<file path="config.mk">
export PLATFORM = sky130hd
export DESIGN_NAME = multiplicador_booth_param_flat
export DESIGN_NICKNAME = d
export VERILOG_FILES = /design/src/rtl/multiplicador_booth_param_if.sv /design/src/rtl/multiplicador_booth_param.sv /design/src/flat_wrapper.sv
export SDC_FILE = /design/constraint.sdc
export NUM_CORES = 1
export LEC_CHECK = 0
export CORE_UTILIZATION = 58
export CTS_BUF_LIST = sky130_fd_sc_hd__clkbuf_8
export CTS_CLUSTER_DIAMETER = 50
export DETAILED_ROUTE_END_ITERATION = 10
export DONT_BUFFER_PORTS = 1
export GPL_ROUTABILITY_DRIVEN = 0
export GPL_TIMING_DRIVEN = 0
export PLACE_DENSITY = 0.76
export SETUP_SLACK_MARGIN = 0.3
export SLEW_MARGIN = 0
export SYNTH_ARGS = -nofsm -noshare
export SYNTH_HDL_FRONTEND = slang
export SYNTH_SLANG_ARGS = --single-unit
export TNS_END_PERCENT = 50
</file>
<file path="constraint.sdc">
create_clock -name clk -period 2.33 [get_ports clk]
set_clock_uncertainty 0.05 [all_clocks]
set_input_delay 0.466 -clock clk [delete_from_list [all_inputs] [get_ports clk]]
set_output_delay 0.466 -clock clk [all_outputs]
set_load 0.005 [all_outputs]
</file>
<file path="src/rtl/multiplicador_booth_param_if.sv">
// Handshake/operand bundle for the parametrised Booth multiplier.
// The master drives the request and operands; the slave returns the product and status.
interface multiplicador_booth_param_if #(
  parameter int WIDTH = 3
);
  logic                 start;
  logic                 signo;
  logic [WIDTH-1:0]     Mcando;
  logic [WIDTH-1:0]     Mcador;
  logic [2*WIDTH-1:0]   producto;
  logic                 fin;
  logic                 ocupado;

  modport master (
    output start, signo, Mcando, Mcador,
    input  producto, fin, ocupado
  );

  modport slave (
    input  start, signo, Mcando, Mcador,
    output producto, fin, ocupado
  );
endinterface

</file>
<file path="src/rtl/multiplicador_booth_param.sv">
// Radix-2 Booth sequential multiplier, WIDTH-bit operands, 2*WIDTH-bit product.
// Signed/unsigned mode per operation; start/fin handshake with a busy flag.
module multiplicador_booth_param #(
  parameter int WIDTH = 3
) (
  input  logic                           clk,
  input  logic                           rst_n,
  multiplicador_booth_param_if.slave     bus
);

  // One extra operand bit makes unsigned operands look like positive signed ones.
  localparam int N     = WIDTH + 1;
  localparam int CNT_W = $clog2(N + 1);

  typedef enum logic [1:0] {
    IDLE  = 2'd0,
    CARGA = 2'd1,
    OPERA = 2'd2,
    FIN   = 2'd3
  } state_t;

  state_t               r_state;
  state_t               w_state_nxt;

  logic [WIDTH-1:0]     r_mcando;
  logic [WIDTH-1:0]     r_mcador;
  logic                 r_signo;
  logic [N:0]           r_a;
  logic [N-1:0]         r_q;
  logic                 r_q1;
  logic [N-1:0]         r_m;
  logic [CNT_W-1:0]     r_cnt;
  logic [2*WIDTH-1:0]   r_producto;
  logic                 r_fin;
  logic                 r_ocupado;

  logic [WIDTH-1:0]     w_mcando_nxt;
  logic [WIDTH-1:0]     w_mcador_nxt;
  logic                 w_signo_nxt;
  logic [N:0]           w_a_nxt;
  logic [N-1:0]         w_q_nxt;
  logic                 w_q1_nxt;
  logic [N-1:0]         w_m_nxt;
  logic [CNT_W-1:0]     w_cnt_nxt;
  logic [2*WIDTH-1:0]   w_producto_nxt;
  logic                 w_fin_nxt;
  logic                 w_ocupado_nxt;
  logic [N:0]           w_m_ext;
  logic [N:0]           w_sum;

  function automatic logic [N-1:0] f_ext(input logic [WIDTH-1:0] x, input logic s);
    return {s & x[WIDTH-1], x};
  endfunction

  assign w_m_ext = {r_m[N-1], r_m};

  always_ff @(posedge clk or negedge rst_n) begin
    if (!rst_n) begin
      r_state <= IDLE;
    end else begin
      r_state <= w_state_nxt;
    end
  end

  always_comb begin
    w_state_nxt = r_state;
    case (r_state)
      IDLE: begin
        if (bus.start) begin
          w_state_nxt = CARGA;
        end else begin
          w_state_nxt = IDLE;
        end
      end
      CARGA: begin
        w_state_nxt = OPERA;
      end
      OPERA: begin
        if (r_cnt == CNT_W'(1)) begin
          w_state_nxt = FIN;
        end else begin
          w_state_nxt = OPERA;
        end
      end
      FIN: begin
        if (bus.start) begin
          w_state_nxt = CARGA;
        end else begin
          w_state_nxt = IDLE;
        end
      end
      default: begin
        w_state_nxt = IDLE;
      end
    endcase
  end

  always_comb begin
    w_mcando_nxt   = r_mcando;
    w_mcador_nxt   = r_mcador;
    w_signo_nxt    = r_signo;
    w_a_nxt        = r_a;
    w_q_nxt        = r_q;
    w_q1_nxt       = r_q1;
    w_m_nxt        = r_m;
    w_cnt_nxt      = r_cnt;
    w_producto_nxt = r_producto;
    w_sum          = r_a;
    w_fin_nxt      = (w_state_nxt == FIN);
    w_ocupado_nxt  = (w_state_nxt == CARGA) || (w_state_nxt == OPERA);

    case (r_state)
      IDLE, FIN: begin
        if (bus.start) begin
          w_mcando_nxt = bus.Mcando;
          w_mcador_nxt = bus.Mcador;
          w_signo_nxt  = bus.signo;
        end else begin
          w_mcando_nxt = r_mcando;
          w_mcador_nxt = r_mcador;
          w_signo_nxt  = r_signo;
        end
      end
      CARGA: begin
        w_a_nxt   = {(N+1){1'b0}};
        w_q_nxt   = f_ext(r_mcador, r_signo);
        w_q1_nxt  = 1'b0;
        w_m_nxt   = f_ext(r_mcando, r_signo);
        w_cnt_nxt = CNT_W'(N);
      end
      OPERA: begin
        case ({r_q[0], r_q1})
          2'b01:   w_sum = r_a + w_m_ext;
          2'b10:   w_sum = r_a - w_m_ext;
          default: w_sum = r_a;
        endcase
        // Arithmetic shift of {A,Q,Q-1}; the guard bit of A keeps the sign exact.
        w_a_nxt   = {w_sum[N], w_sum[N:1]};
        w_q_nxt   = {w_sum[0], r_q[N-1:1]};
        w_q1_nxt  = r_q[0];
        w_cnt_nxt = r_cnt - CNT_W'(1);
        if (r_cnt == CNT_W'(1)) begin
          w_producto_nxt = {w_a_nxt[WIDTH-2:0], w_q_nxt};
        end else begin
          w_producto_nxt = r_producto;
        end
      end
      default: begin
        w_cnt_nxt = r_cnt;
      end
    endcase
  end

  always_ff @(posedge clk or negedge rst_n) begin
    if (!rst_n) begin
      r_mcando   <= {WIDTH{1'b0}};
      r_mcador   <= {WIDTH{1'b0}};
      r_signo    <= 1'b0;
      r_a        <= {(N+1){1'b0}};
      r_q        <= {N{1'b0}};
      r_q1       <= 1'b0;
      r_m        <= {N{1'b0}};
      r_cnt      <= {CNT_W{1'b0}};
      r_producto <= {(2*WIDTH){1'b0}};
      r_fin      <= 1'b0;
      r_ocupado  <= 1'b0;
    end else begin
      r_mcando   <= w_mcando_nxt;
      r_mcador   <= w_mcador_nxt;
      r_signo    <= w_signo_nxt;
      r_a        <= w_a_nxt;
      r_q        <= w_q_nxt;
      r_q1       <= w_q1_nxt;
      r_m        <= w_m_nxt;
      r_cnt      <= w_cnt_nxt;
      r_producto <= w_producto_nxt;
      r_fin      <= w_fin_nxt;
      r_ocupado  <= w_ocupado_nxt;
    end
  end

  assign bus.producto = r_producto;
  assign bus.fin      = r_fin;
  assign bus.ocupado  = r_ocupado;

endmodule

</file>
<file path="src/flat_wrapper.sv">
// flat-port wrapper written by rule: the top's interface ports become plain ports
module multiplicador_booth_param_flat 
#(
  parameter int WIDTH = 3
)
  (clk, rst_n, bus_start, bus_signo, bus_Mcando, bus_Mcador, bus_producto, bus_fin, bus_ocupado);
  multiplicador_booth_param_if #(.WIDTH(WIDTH)) bus_i ();
  input  logic clk;
  input  logic rst_n;
  input wire logic [$bits(bus_i.start)-1:0] bus_start;
  input wire logic [$bits(bus_i.signo)-1:0] bus_signo;
  input wire logic [$bits(bus_i.Mcando)-1:0] bus_Mcando;
  input wire logic [$bits(bus_i.Mcador)-1:0] bus_Mcador;
  output wire logic [$bits(bus_i.producto)-1:0] bus_producto;
  output wire logic [$bits(bus_i.fin)-1:0] bus_fin;
  output wire logic [$bits(bus_i.ocupado)-1:0] bus_ocupado;
  assign bus_i.start = bus_start;
  assign bus_i.signo = bus_signo;
  assign bus_i.Mcando = bus_Mcando;
  assign bus_i.Mcador = bus_Mcador;
  assign bus_producto = bus_i.producto;
  assign bus_fin = bus_i.fin;
  assign bus_ocupado = bus_i.ocupado;
  multiplicador_booth_param #(.WIDTH(WIDTH)) u_core (.clk(clk), .rst_n(rst_n), .bus(bus_i));
endmodule
</file>
==> impl_metrics.csv, run 1 <==
group,metric,value,unit
status,outcome,"finished clean",
power,power_leakage,0.842,nW
global_routing,met3_usage,0.0694,
route,routed_wl,2910,um
setup_path,crit_start,"u_core.r_m[1]$_DFFE_PN0P_",
setup_path,r2r_start,"u_core.r_m[1]$_DFFE_PN0P_",
die,ioPinCount,18,
global_routing,grtUsageMet1,0.273,
cells_and_area,insertedDiodeCount,0,
clocking,insertion_delay,0.28,ns
synth,synth_top_area_frac,0.516,
timing,rsz0062_at_grt,"true",
setup_path,critPathKind,"reg -> reg",
timing,fin_crit_sh,0.957,
setup_path,crit_arrival,2.34,ns
clocking,cts_tree,"yes",
placement,place_hpwl,2030,um
route,drcViolationCount,0,
synth,synth_cells,145,
route,wl_per_cell,15.3,um
die,num_rows,18,
placement,place_inst,175,
cells_and_area,area_delta_synth_final,15.3,%
placement,port_buffers,0,
synth,synth.most_common_cell,"dfrtp_1",
clocking,clock-sinks,33,
clocking,clk_pin_slew,0.06,ns
timing,final-hold-violation-count,0,
cells_and_area,num-nets-final,183,
die,die_h,54.5,um
setup_path,cp-start-kind,"flip-flop",
clocking,cts_root_buf,"clkbuf_8",
timing,slew_violations,0,
synth,ys_async_sr_fraction,1.00,
die,die_x,54.5,um
global_routing,gr-usage-met2,0.407,
synth,yosysSeqAreaShare,0.516,
run,maxCapViolCount,0,
synth,syn_avg_cell_area,11.0,um2
die,die_area,0.00298,mm2
timing,setup_viol,0,
timing,finalSetupTns,0,ns
global_routing,gr-usage-all-layers,0.238,
route,route.vias.total,1092,
route,via_per_inst,5.75,
power,power_density,1630,mW/mm2
synth,synth_fp_nets,167,
synth,synth_area,0.00160,mm2
route,antenna_left,0,
clocking,ctsHtreeMaxLevel,2,
global_routing,antenna_found_initial,0,
synth,synth_edf_count,0,
die,start_util,0.629,
setup_path,worstPathMaxFanout,2,
worst_hold_path,min_from,"bus_Mcador[1]",
timing,fin_ws,0.100,ns
global_routing,grt_pass1_wl,4710,um
global_routing,busiest_layer,"met2",
route,detail_route.iter0.violations,15,
cells_and_area,drive_gt1_frac,0.269,
worst_hold_path,hold_path_class,"in -> reg",
setup_path,path_cells,"inv_2 > ha_4 > mux2_4 > fa_2 > nand2b_4 > a21oi_2 > xnor2_1 > mux2i_1 > a311o_1",
power,max-vdd-ir-drop,1.01,mV
timing,min_period,2.23,ns
synth,synth_common_cells,"dfrtp_1 (33), nand2_1 (15), mux2_2 (13), o21ai_0 (13), inv_1 (12)",
synth,synth_top_area_cell,"dfrtp_1",
cells_and_area,layout.cells.non_filler,190,
clocking,cts_buffer_depth,2,
timing,slew_headroom,0.727,
global_routing,grt-ovfl-total,0,
synth,synth_top_flop_cell,"dfrtp_1",
synth,synth.area.top_cells,"dfrtp_1 (52%), mux2_2 (9.1%), ha_1 (8.6%), o21ai_0 (4.1%), nand2_1 (3.5%)",
setup_path,crit_required,2.44,ns
setup_path,crit_slowest_cell,"dfrtp_1",
global_routing,grt_max_degree,34,
placement,place_ws,0.0207,ns
setup_path,critPathMaxStageDelay,0.40,ns
setup_path,critPathCaptureType,"flip-flop",
cells_and_area,finalInstanceArea,0.00185,mm2
synth,synth-seq-cells,33,
placement,dpl_cell_area,0.00166,mm2
timing,tightest_slew,0.408,ns
global_routing,grt_pass1_vias,1099,
synth,yosysWarnings,0,
cells_and_area,fin_util,0.726,
route,drt_pass1_iterations,4,
die,core,0.00254,mm2
clocking,cts_buffers,5,
timing,max_freq,448,MHz
synth,yosysUniqueCellTypes,31,
==> final timing paths <==
kind / end / slack [ns] / depth (start not counted)
max: u_core.r_a[3]$_DFFE_PN0P_ / 0.1 / 9
min: u_core.r_mcador[1]$_DFFE_PN0P_ / 0.29 / 1
max reg2reg: u_core.r_a[3]$_DFFE_PN0P_ / 0.1 / 9
min reg2reg: u_core.r_m[1]$_DFFE_PN0P_ / 0.43 / 2
max in group asynchronous: u_core.r_m[2]$_DFFE_PN0P_ / 1.48 / 2
min in group asynchronous: u_core.r_a[1]$_DFFE_PN0P_ / 0.58 / 2
==> state kept, by name, summed over array words and instances (netlist names) <==
register,cells
u_core.bus.producto,6
u_core.r_a,4
u_core.r_m,4
u_core.r_q,4
u_core.r_cnt,3
u_core.r_mcador,3
u_core.r_mcando,3
u_core.r_state,2
u_core.bus.fin,1
u_core.bus.ocupado,1
u_core.r_q1,1
u_core.r_signo,1
==> stage by stage <==
| step | hold slack (ns) | total power [W] |
|---|---|---|
| after detailed placement | 0.121 | 0.00243 |
| final | 0.289 | 0.00302 |
| after CTS | 0.280 | 0.00295 |
| after global placement | 0.121 | 0.00234 |
| after global routing | 0.276 | 0.00326 |
| after floorplan | 0.120 | 0.00214 |
==> metal layers <==
metal,wire [um],vias to the layer above
met1,1260,533
met3,119,8
met2,1480,25
met5,0,-
li1,-,526
met4,55,0
==> cell type report <==
cell class              count  area, um2
flip-flops and latches     33        826
multi-input cells          95        758
fillers                   171        698
repair buffers              9       82.6
clock buffers               5       68.8
inverters                  13       48.8
well taps                  30       37.5
plain buffers               4       20.0
clock inverters             1       5.00
==> placed cells by master, fill, tap and decap left out, types with 2 or more instances in the layout <==
cell type,instances
dfrtp_1,33
nand2_1,15
mux2_2,12
o21ai_0,11
inv_1,9
buf_4,8
ha_1,8
nor2_1,6
clkbuf_8,5
a21oi_1,4
xnor2_1,4
o22ai_1,4
inv_2,3
mux2i_1,3
clkbuf_1,2
nor2b_1,2
a21oi_2,2
o21ai_1,2
nand3_1,2
ha_4,2
==> report_power, final <==
part           total, W  leakage (nW)  switching [W]  internal, W
clock          0.000380        0.0399       0.000184     0.000196
combinational   0.00164         0.385       0.000832     0.000807
sequential      0.00100         0.417       0.000177     0.000823
total           0.00302         0.842        0.00119      0.00183
==> worst max-delay path, delay by kind of cell (launching register included) <==
kind | cells | cell delay, ns
buffers and inverters | 1 | 0.08
adders and majority gates | 2 | 0.53
xor gates and xnor gates | 1 | 0.14
and+or+nand+nor | 1 | 0.15
DFF | 1 | 0.40
muxes | 2 | 0.37
AOI/OAI and AO/OA | 2 | 0.40
==> cells by family (layout without fill, tap and decap cells) <==
family	count (synthesis)	in the layout	synth area share
XOR/XNOR	5	5	0.0273
AND/OR/NAND/NOR	34	34	0.104
adder cells (fa/ha/maj)	12	12	0.0984
multiplexers	16	16	0.110
flip-flops	33	33	0.516
buffers and inverters	17	32	0.0430
AO/OA/AOI/OAI	28	28	0.102
==> what timing repair did <==
item | 4_1_cts | 5_1_grt
pin swaps | 4 | 5
endpoints found under the hold margin | 33 | 0
resized for setup | 5 | 5
setup endpoints to repair | 4 | 6
hold buffers | 2 | 0
setup buffers | 4 | 3
(Power assumes the default switching activity.)
==> run 2: changes to the inputs <==
Settings changed: CORE_UTILIZATION 58 to 60, HOLD_SLACK_MARGIN from default to 0.05.
Clock period 2.33 ns to 2.7 ns, I/O delays scaled along.
==> run 2 against run 1 <==
  * Worst setup slack improved by 0.32 ns
  * Sequential share of layout area grew 0.96 points
  * Sequential power down 14%
  * Clock-buffer cell count is 1 higher
  * First-iteration DRC count decreased by 27%
  * Clock power fell by 5%
  * Die area down 3.2%
  * Power shrank 16%
  * Register-to-register slack gained 0.32 ns
  * Critical path depth unchanged
  * Critical path type unchanged
  * Largest cell class unchanged
  * Largest power group unchanged
==> impl_metrics.csv, run 2 (same netlist as run 1, synthesis figures left out) <==
group,metric,value,unit
timing,slew_violations,0,
status,outcome,"finished clean",
global_routing,grt_max_degree,34,
route,via_per_inst,5.64,
global_routing,grt_pass1_wl,4580,um
power,clockPowerShare,0.143,
timing,min_period,2.28,ns
cells_and_area,insertedDiodeCount,0,
placement,port_buffers,0,
timing,finalSetupTns,0,ns
timing,max_freq,439,MHz
cells_and_area,final_cell_mix,"dfrtp_1 (33), nand2_1 (15), o21ai_0 (13)",
timing,slew_headroom,0.727,
route,drcViolationCount,0,
setup_path,critPathMaxStageDelay,0.38,ns
setup_path,r2r_end,"u_core.r_a[3]$_DFFE_PN0P_",
route,routed_wl,2740,um
power,p_sw_frac,0.388,
power,switching_power,0.000981,W
global_routing,gr-usage-all-layers,0.233,
clocking,cts_tree,"yes",
die,ioPinCount,18,
setup_path,r2r_start,"u_core.r_m[1]$_DFFE_PN0P_",
route,route.vias.total,1054,
timing,fin_crit_sh,0.845,
setup_path,path_cells,"inv_2 > ha_1 > mux2_4 > fa_2 > nand2b_4 > a21oi_2 > xnor2_1 > mux2i_1 > a311o_1",
route,wl_per_cell,14.7,um
die,die_h,53.7,um
route,detail_route.iter0.violations,11,
route,antenna_left,0,
timing,final-hold-violation-count,0,
timing,setup_viol,0,
die,core,0.00250,mm2
power,seqPwrFrac,0.342,
worst_hold_path,whs_path_depth,1,
die,die_area,0.00288,mm2
worst_hold_path,min_from,"bus_Mcador[2]",
placement,place_hpwl,1930,um
setup_path,critPathCaptureType,"flip-flop",
clocking,cts_buffers,5,
power,combPwrFrac,0.515,
cells_and_area,drive_gt1_frac,0.217,
clocking,insertion_delay,0.27,ns
power,p_total,0.00253,W
power,power_density,1400,mW/mm2
cells_and_area,area_delta_synth_final,12.9,%
cells_and_area,num-nets-final,179,
clocking,ctsHtreeMaxLevel,2,
worst_hold_path,min_to,"u_core.r_mcador[2]$_DFFE_PN0P_",
setup_path,reg2regPathDepth,9,
run,maxCapViolCount,0,
cells_and_area,final_common_cell,"dfrtp_1",
setup_path,critPathKind,"reg -> reg",
setup_path,crit_required,2.81,ns
clocking,cts_root_buf,"clkbuf_8",
power,p_int,0.00155,W
route,drt_pass1_iterations,4,
setup_path,rrSetupSlack,0.42,ns
timing,rsz0062_at_grt,"false",
global_routing,grt-ovfl-total,0,
power,power_leakage,0.833,nW
worst_hold_path,hold_path_class,"in -> reg",
global_routing,antenna_found_initial,0,
setup_path,worstPathMaxFanout,3,
clocking,clock-sinks,33,
die,num_rows,18,
power,max-vdd-ir-drop,1.14,mV
clocking,cts_buffer_depth,2,
die,die_x,53.7,um
global_routing,grt_pass1_vias,1061,
die,start_util,0.641,
clocking,clk_pin_slew,0.06,ns
setup_path,cp-start-kind,"flip-flop",
setup_path,crit_arrival,2.39,ns
setup_path,crit_slowest_cell,"dfrtp_1",
cells_and_area,largest_register_ffs,6,
timing,tightest_slew,0.408,ns
[run 2: changes by cell type in the layout (fill, tap and decap cells not counted), moves of 2 or more]
cell     change
ha_1         +2
buf_4        -4
o21ai_0      +2
o21ai_1      -2
inv_1        +2
[run 2: cell type report]
class,count,area [um2]
plain buffers,4,20.0
clock buffers,6,82.6
clock inverters,1,3.75
fillers,172,692
inverters,13,48.8
multi-input cells,95,737
flip-flops and latches,33,826
well taps,30,37.5
repair buffers,5,52.6
[run 2: power groups by stage]
stage / Combinational, W / Sequential [W] / Clock, W
floorplan: 0.000958 / 0.000824 / 0
finish: 0.00130 / 0.000864 / 0.000362
global route: 0.00147 / 0.000894 / 0.000389
detailed placement: 0.00116 / 0.000870 / 0
CTS: 0.00121 / 0.000862 / 0.000372
global placement: 0.00109 / 0.000857 / 0
[run 2: worst max path at each step]
stage | start | slack (ns) | to
final | u_core.r_m[1]$_DFFE_PN0P_ | 0.42 | u_core.r_a[3]$_DFFE_PN0P_
after CTS | u_core.r_m[1]$_DFFE_PN0P_ | 0.35 | u_core.r_a[3]$_DFFE_PN0P_
after detailed placement | u_core.r_q1$_DFFE_PN0P_ | 0.22 | u_core.r_a[3]$_DFFE_PN0P_
after global routing | u_core.r_m[0]$_DFFE_PN0P_ | 0.31 | u_core.r_a[3]$_DFFE_PN0P_
after global placement | u_core.r_q1$_DFFE_PN0P_ | 0.25 | u_core.r_a[3]$_DFFE_PN0P_
after floorplan | u_core.r_q1$_DFFE_PN0P_ | 0.37 | u_core.r_a[3]$_DFFE_PN0P_
[run 2: metal layers]
metal,vias up,GRT usage,routed length [um]
met4,0,0.0789,10
met5,-,0,0
met1,520,0.266,1230
li1,510,-,-
met3,2,0.0847,94
met2,22,0.401,1410
[run 2: repair_timing]
item                                   4_1_cts  5_1_grt
endpoints found under the hold margin       33        0
buffers inserted                             1        2
resized for setup                            4        4
setup endpoints to repair                    1        1
pin swaps                                    0        3
cloned                                       0        0
hold buffers                                 2        0
[run 2: worst max-delay path: cells and delay by family, from the launching register on]
family,cells,cell delay [ns]
AND/OR/NAND/NOR,1,0.15
AO/OA/AOI/OAI,2,0.40
buffers and inverters,1,0.05
XOR/XNOR,1,0.15
flip-flops,1,0.38
multiplexers,2,0.37
adder cells (fa/ha/maj),2,0.61
[run 2: stage by stage]
step           worst slack [ns]  cells   util  hold WS (ns)  cell area [um2]
6_report                  0.420    187  0.723         0.362             1810
5_1_grt                   0.307    187  0.723         0.344             1810
4_1_cts                   0.349    185  0.711         0.353             1780
3_5_place_dp              0.216    175  0.656         0.195             1640
3_3_place_gp              0.251    175  0.656         0.195             1640
2_1_floorplan             0.366    145      -         0.194             1600
